**src/rtl/cmp_pkg.sv**
```systemverilog
`default_nettype none
// ----------------------------------------------------------------------------
// Module      : cmp_pkg
// Description : Shared constants and result encoding for comparator_1bit.
// Revision    : 1.0 - initial release
// ----------------------------------------------------------------------------
package cmp_pkg;

    localparam int CNT_W_DEFAULT = 8;

    // One-hot result encoding packed as {g, l, e}
    localparam logic [2:0] RES_GT = 3'b100;
    localparam logic [2:0] RES_LT = 3'b010;
    localparam logic [2:0] RES_EQ = 3'b001;

    function automatic logic [2:0] cmp_result(input logic a, input logic b);
        logic [2:0] res;
        res = RES_EQ;
        if (a && !b) begin
            res = RES_GT;
        end else if (!a && b) begin
            res = RES_LT;
        end
        return res;
    endfunction

endpackage : cmp_pkg
`default_nettype wire

```
**src/rtl/sat_counter.sv**
```systemverilog
`default_nettype none
// ----------------------------------------------------------------------------
// Module      : sat_counter
// Description : Up-counter that sticks at all-ones, with synchronous clear.
// Revision    : 1.0 - initial release
// ----------------------------------------------------------------------------
module sat_counter #(
    parameter int W = 8
) (
    input  logic         clk,
    input  logic         rst,
    input  logic         clr,
    input  logic         inc,
    output logic [W-1:0] count
);

    logic [W-1:0] count_q;
    logic [W-1:0] count_d;

    always_comb begin
        count_d = count_q;
        if (clr) begin
            count_d = '0;
        end else if (inc && (count_q != {W{1'b1}})) begin
            count_d = count_q + {{(W-1){1'b0}}, 1'b1};
        end
    end

    always_ff @(posedge clk) begin
        if (rst) begin
            count_q <= '0;
        end else begin
            count_q <= count_d;
        end
    end

    assign count = count_q;

endmodule : sat_counter
`default_nettype wire

```
**src/rtl/comparator_1bit.sv**
```systemverilog
`default_nettype none
// ----------------------------------------------------------------------------
// Module      : comparator_1bit
// Description : Registered 1-bit magnitude comparator with saturating
//               per-outcome statistics counters.
// Revision    : 1.0 - initial release
// ----------------------------------------------------------------------------
module comparator_1bit
    import cmp_pkg::*;
#(
    parameter int CNT_W = CNT_W_DEFAULT
) (
    input  logic             clk,
    input  logic             rst,
    input  logic             in_valid,
    input  logic             a,
    input  logic             b,
    input  logic             cnt_clr,
    output logic             g,
    output logic             l,
    output logic             e,
    output logic             out_valid,
    output logic [CNT_W-1:0] g_cnt,
    output logic [CNT_W-1:0] l_cnt,
    output logic [CNT_W-1:0] e_cnt
);

    logic [2:0] res_w;
    logic [2:0] res_q;
    logic [2:0] res_d;
    logic       out_valid_q;
    logic       out_valid_d;

    assign res_w = cmp_result(a, b);

    // Result holds across idle cycles; only out_valid drops.
    always_comb begin
        res_d       = res_q;
        out_valid_d = in_valid;
        if (in_valid) begin
            res_d = res_w;
        end
    end

    always_ff @(posedge clk) begin
        if (rst) begin
            res_q       <= 3'b000;
            out_valid_q <= 1'b0;
        end else begin
            res_q       <= res_d;
            out_valid_q <= out_valid_d;
        end
    end

    assign g         = res_q[2];
    assign l         = res_q[1];
    assign e         = res_q[0];
    assign out_valid = out_valid_q;

    sat_counter #(.W(CNT_W)) u_g_cnt (
        .clk   (clk),
        .rst   (rst),
        .clr   (cnt_clr),
        .inc   (in_valid & res_w[2]),
        .count (g_cnt)
    );

    sat_counter #(.W(CNT_W)) u_l_cnt (
        .clk   (clk),
        .rst   (rst),
        .clr   (cnt_clr),
        .inc   (in_valid & res_w[1]),
        .count (l_cnt)
    );

    sat_counter #(.W(CNT_W)) u_e_cnt (
        .clk   (clk),
        .rst   (rst),
        .clr   (cnt_clr),
        .inc   (in_valid & res_w[0]),
        .count (e_cnt)
    );

endmodule : comparator_1bit
`default_nettype wire

```
**config.mk**
```make
export PLATFORM = sky130hd
export DESIGN_NAME = comparator_1bit
export DESIGN_NICKNAME = d
export VERILOG_FILES = /design/src/rtl/cmp_pkg.sv /design/src/rtl/sat_counter.sv /design/src/rtl/comparator_1bit.sv
export SDC_FILE = /design/constraint.sdc
export NUM_CORES = 1
export LEC_CHECK = 0
export ABC_AREA = 0
export CORE_ASPECT_RATIO = 0.6
export CORE_MARGIN = 5
export CORE_UTILIZATION = 45
export CTS_CLUSTER_DIAMETER = 200
export DETAILED_ROUTE_END_ITERATION = 8
export GPL_TIMING_DRIVEN = 1
export PLACE_DENSITY = 0.75
export SYNTH_ARGS = -nofsm -noshare
export SYNTH_HDL_FRONTEND = slang
export SYNTH_SLANG_ARGS = --single-unit
export TNS_END_PERCENT = 30
```
**constraint.sdc**
```tcl
create_clock -name clk -period 1.6 [get_ports clk]
set_input_delay 0.32 -clock clk [delete_from_list [all_inputs] [get_ports clk]]
set_output_delay 0.32 -clock clk [all_outputs]
set_load 0.01 [all_outputs]
```
; Yosys cells after proc, flatten, opt, wreduce, memory -nomap -nowiden
; Cells that the tools add are included.
[classes]
n_eq_ne = 3
n_bitwise = 3
muxes = 2
n_reduce_logical = 8
addsub = 3
[ops]
columns = cell, n
row1 = $add 8x1->8 const B, 3
row2 = $ne 8x8->1 const B, 3
row3 = $logic_and 1x1->1, 5
row4 = $and 1x1->1, 3
row5 = $mux 3, 1
row6 = $logic_not 1->1, 2
row7 = $mux 2, 1
row8 = $reduce_or 2->1, 1
[word_totals]
word_cells = 24
inputBits = 6
output_inout_bits = 28
register_bits = 28

; Logic depth before layout (Yosys ltp)
[logic_depth]
depth_word = 6
ltp_mapped = 6

; By module
; Synthesis repeated with hierarchy kept, for this count alone.
[unflattened]
cells_unflattened = 160
hier_area_um2 = 1496.4
[modules_own_cells]
columns = module, n_inst, cells_each, area_each_um2
row1 = sat_counter, 3, 47, 435.4
row2 = comparator_1bit, 1, 19, 190.2

; Least setup slack after synthesis
; Ideal clock, no wire load.
[synth_path]
path_type = reg2reg
start = register u_g_cnt.count_q[0] (netlist: u_g_cnt.count[0])
end = register u_g_cnt.count_q[5] (netlist: u_g_cnt.count[5])
period_less_slack_ps = 1438
setup_slack_ps = 162
required_ps = 1529
path_stages_with_launch = 6
setup_ps = 71
t_arrival_ps = 1367
cell_sequence = dfxtp_1 > ha_1 > nand3_1 > nor2_1 > or4_1 > a21oi_1
[synth_between]
elab_chain_len = 2
word_cells_on_any_way = 3
cone_classes = add/sub: 1 / eq/ne: 1 / reduce/logical: 1
[synth_lines]
columns = item, line_no
row1 = from (decl), sat_counter.sv:17  ; logic [W-1:0] count_q;
row2 = from (signal assigned), sat_counter.sv:33  ; count_q <= count_d;
row3 = branches (longest 2 deep; another with $add 8x1->8), --
; Parallel ways; which one is timed is not known.
; A chain may end at the register's enable or synchronous reset.

; Worst setup path in the final report
[layout_path]
start = register u_e_cnt.count_q[7] (netlist: u_e_cnt.count[7])
end = output e_cnt[7]
[layout_lines]
columns = item, line_no
row1 = from (decl), sat_counter.sv:17
row2 = from (signal assigned), sat_counter.sv:33
row3 = to (decl), comparator_1bit.sv:25  ; output logic [CNT_W-1:0] e_cnt
; No word-level cell between the ends.

==> metrics.yaml <==
ys_seq_area_frac: 0.426
grt_max_degree: 16
die_x_um: 79.8
fin_cells: 249
drv_slew: 0
grt_pass1_wl_um: 6020
period_share: 0.975
fmax_mhz: 641
p_switching_mw: 0.290
place_area_um2: 1820
rows: 15
grt_usage: 0.189
clock_path_buffers: 2
syn_inst: 155
crit_path_start_kind: "register"
path_class: "reg2out"
netlist_area_um2: 1320
place_congestion: 0.867
fin_hold_ws_ns: 0.480
pre_cts_ws_ns: -0.387
num_vias: 1395
leakage_nw: 0.766
fp.dieH_um: 51.9
worst_skew_pair.late_latency_ns: 0.28
status: "finished, final reports clean"
die_area_um2: 4140
drtIter0Drc: 47
crit_family: "buffers and inverters"
first_pass_iters: 5
drive_gt1_frac: 0.237
fin_setup_tns_ns: 0
cpPeakStageDelay_ns: 0.57
final-setup-viol-count: 0
post-route-util: 0.687
worstPathRequired_ns: 1.28
maxCapViolations: 0
n_antenna_cell: 0
antenna_found_initial: 0
fin_nets: 219
critPathArrivalTime_ns: 1.24
via_per_inst: 5.60
postSynthAreaPerCell_um2: 8.49
period_needed_ns: 1.56
grt.met3_usage: 0.0606
ys_ff_latch: 28
worstMarginPinSlew_ns: 0.414
use_met2: 0.288
crit_chain: "clkdlybuf4s50_1"
synth_cell_types: 33
grtUsageMet1: 0.253
p_comb_frac: 0.092
synth_async_sr_flop_share: 0
cts.clk_slew.worst_paths_ns: 0.09
dp.cells: 244
cts_inserted_buffers: 3
syn_to_final_growth_pct: 48.0
drc: 0
start_util: 0.464
p_total_mw: 1.27
overflow: 0
wl_um: 3720
power.density_nw_per_um2: 650
grt_pass1_vias: 1317
crit_fanout: 5
sw_frac_of_total: 0.229
synth_edf_count: 0
hold_viol: 0
min_path_type: "reg2reg"
skew_ns: 0.00322
peakVddDrop_mv: 0.518
clkSinkCount: 28
clkPwrFrac: 0.353
ys_warn_count: 0
root_buffer: "clkbuf_8"
rsz0062_at_grt: "no"
port_buffers: 33
relSlewSlack: 0.721
drtAntennaViolNets: 0
wl_per_cell_um: 14.9
io_pins: 34
synth_fp_nets: 166
cp-end-kind: "primary output"
top_usage_layer: "met2"
dp_hpwl_um: 2670
cts.htree.levels: 1
power_frac_seq: 0.555
path_buf_inv: 1
design.core.area_um2: 2830
cts_tree: "done"
fin_area_um2: 1950
ys.flop_type: "dfxtp_1"
p_int_mw: 0.977
cpMaxStageDelayCell: "clkdlybuf4s50_1"
finalWorstSetupSlack_ns: 0.0392
layer usage:
| metal | up-vias | part of all wire |
|---|---|---|
| met4 | 0 | 0.012 |
| met5 | - | 0 |
| met2 | 55 | 0.44 |
| met3 | 7 | 0.075 |
| met1 | 657 | 0.47 |
| li1 | 676 | - |
what timing repair did:
action | 4_1_cts | 5_1_grt
endpoints found under the setup margin | 15 | 26
pin swaps | 0 | 5
hold buffers | 0 | 0
resized for setup | 14 | 21
buffers inserted | 0 | 1
endpoints found under the hold margin | 0 | 0
power groups by stage:
stage	clock (mW)	combinational [mW]	sequential [mW]
5_1_grt	0.485	0.126	0.704
3_3_place_gp	0	0.105	0.725
3_5_place_dp	0	0.107	0.725
4_1_cts	0.447	0.109	0.708
2_1_floorplan	0	0.0373	0.729
6_report	0.447	0.117	0.703
registers in the layout, indices dropped and copies added (netlist names):
name and count:
u_l_cnt.count 8, u_g_cnt.count 8, out_valid 1, u_e_cnt.count 8, res_q 3
cell families after synthesis:
kind of cell             after synthesis  synth area share
AND/OR/NAND/NOR                       69             0.274
AO/OA/AOI/OAI                         37             0.183
flip-flops                            28             0.426
buffers and inverters                 10            0.0285
adder cells (fa/ha/maj)                5            0.0475
XOR/XNOR                               4            0.0266
multiplexers                           2            0.0152
cells in the mapped netlist, drive strengths merged (2+ instances only):
master	n	area, µm²
xor2	3	26.3
nand3	8	40.0
nor2b	2	12.5
a31oi	6	37.5
and4	4	35.0
a211oi	5	37.5
nand2	17	63.8
or2	2	12.5
and3	4	25.0
nand4	6	52.6
mux2i	2	20.0
a21oi	8	40.0
dfxtp	28	561
o21ai	8	40.0
ha	5	62.6
nor2	15	56.3
clkbuf	3	11.3
inv	7	26.3
and2	2	15.0
o21a	2	15.0
nor3	8	40.0
final timing paths:
| path | startpoint | end | slack (ns) | depth (start not counted) |
|---|---|---|---|---|
| worst min-delay path | u_l_cnt.count[4] | u_l_cnt.count[4] | 0.48 | 1 |
| worst max register to register | u_e_cnt.count[1] | u_e_cnt.count[2] | 0.11 | 4 |
| worst max-delay path | u_e_cnt.count[7] | e_cnt[7] | 0.04 | 1 |
| worst min register to register | u_l_cnt.count[4] | u_l_cnt.count[4] | 0.48 | 1 |
cell usage in the layout, fill, tap and decap left out, types with 6 or more instances in the layout:
cell / count
inv_1: 7
a31oi_1: 6
nor2_1: 14
clkdlybuf4s50_1: 27
a21oi_1: 8
o21ai_0: 8
nand2_1: 16
buf_4: 18
nand3_1: 8
dfxtp_1: 10
dfxtp_2: 15
nor3_1: 7
final cells by class:
type	instances	area, µm²
Fill cell	237	886
Multi-Input combinational cell	117	751
Sequential cell	28	591
Timing Repair Buffer	51	473
Clock buffer	4	55.1
Tap cell	42	52.6
Inverter	7	26.3
(Power assumes the default switching activity.)
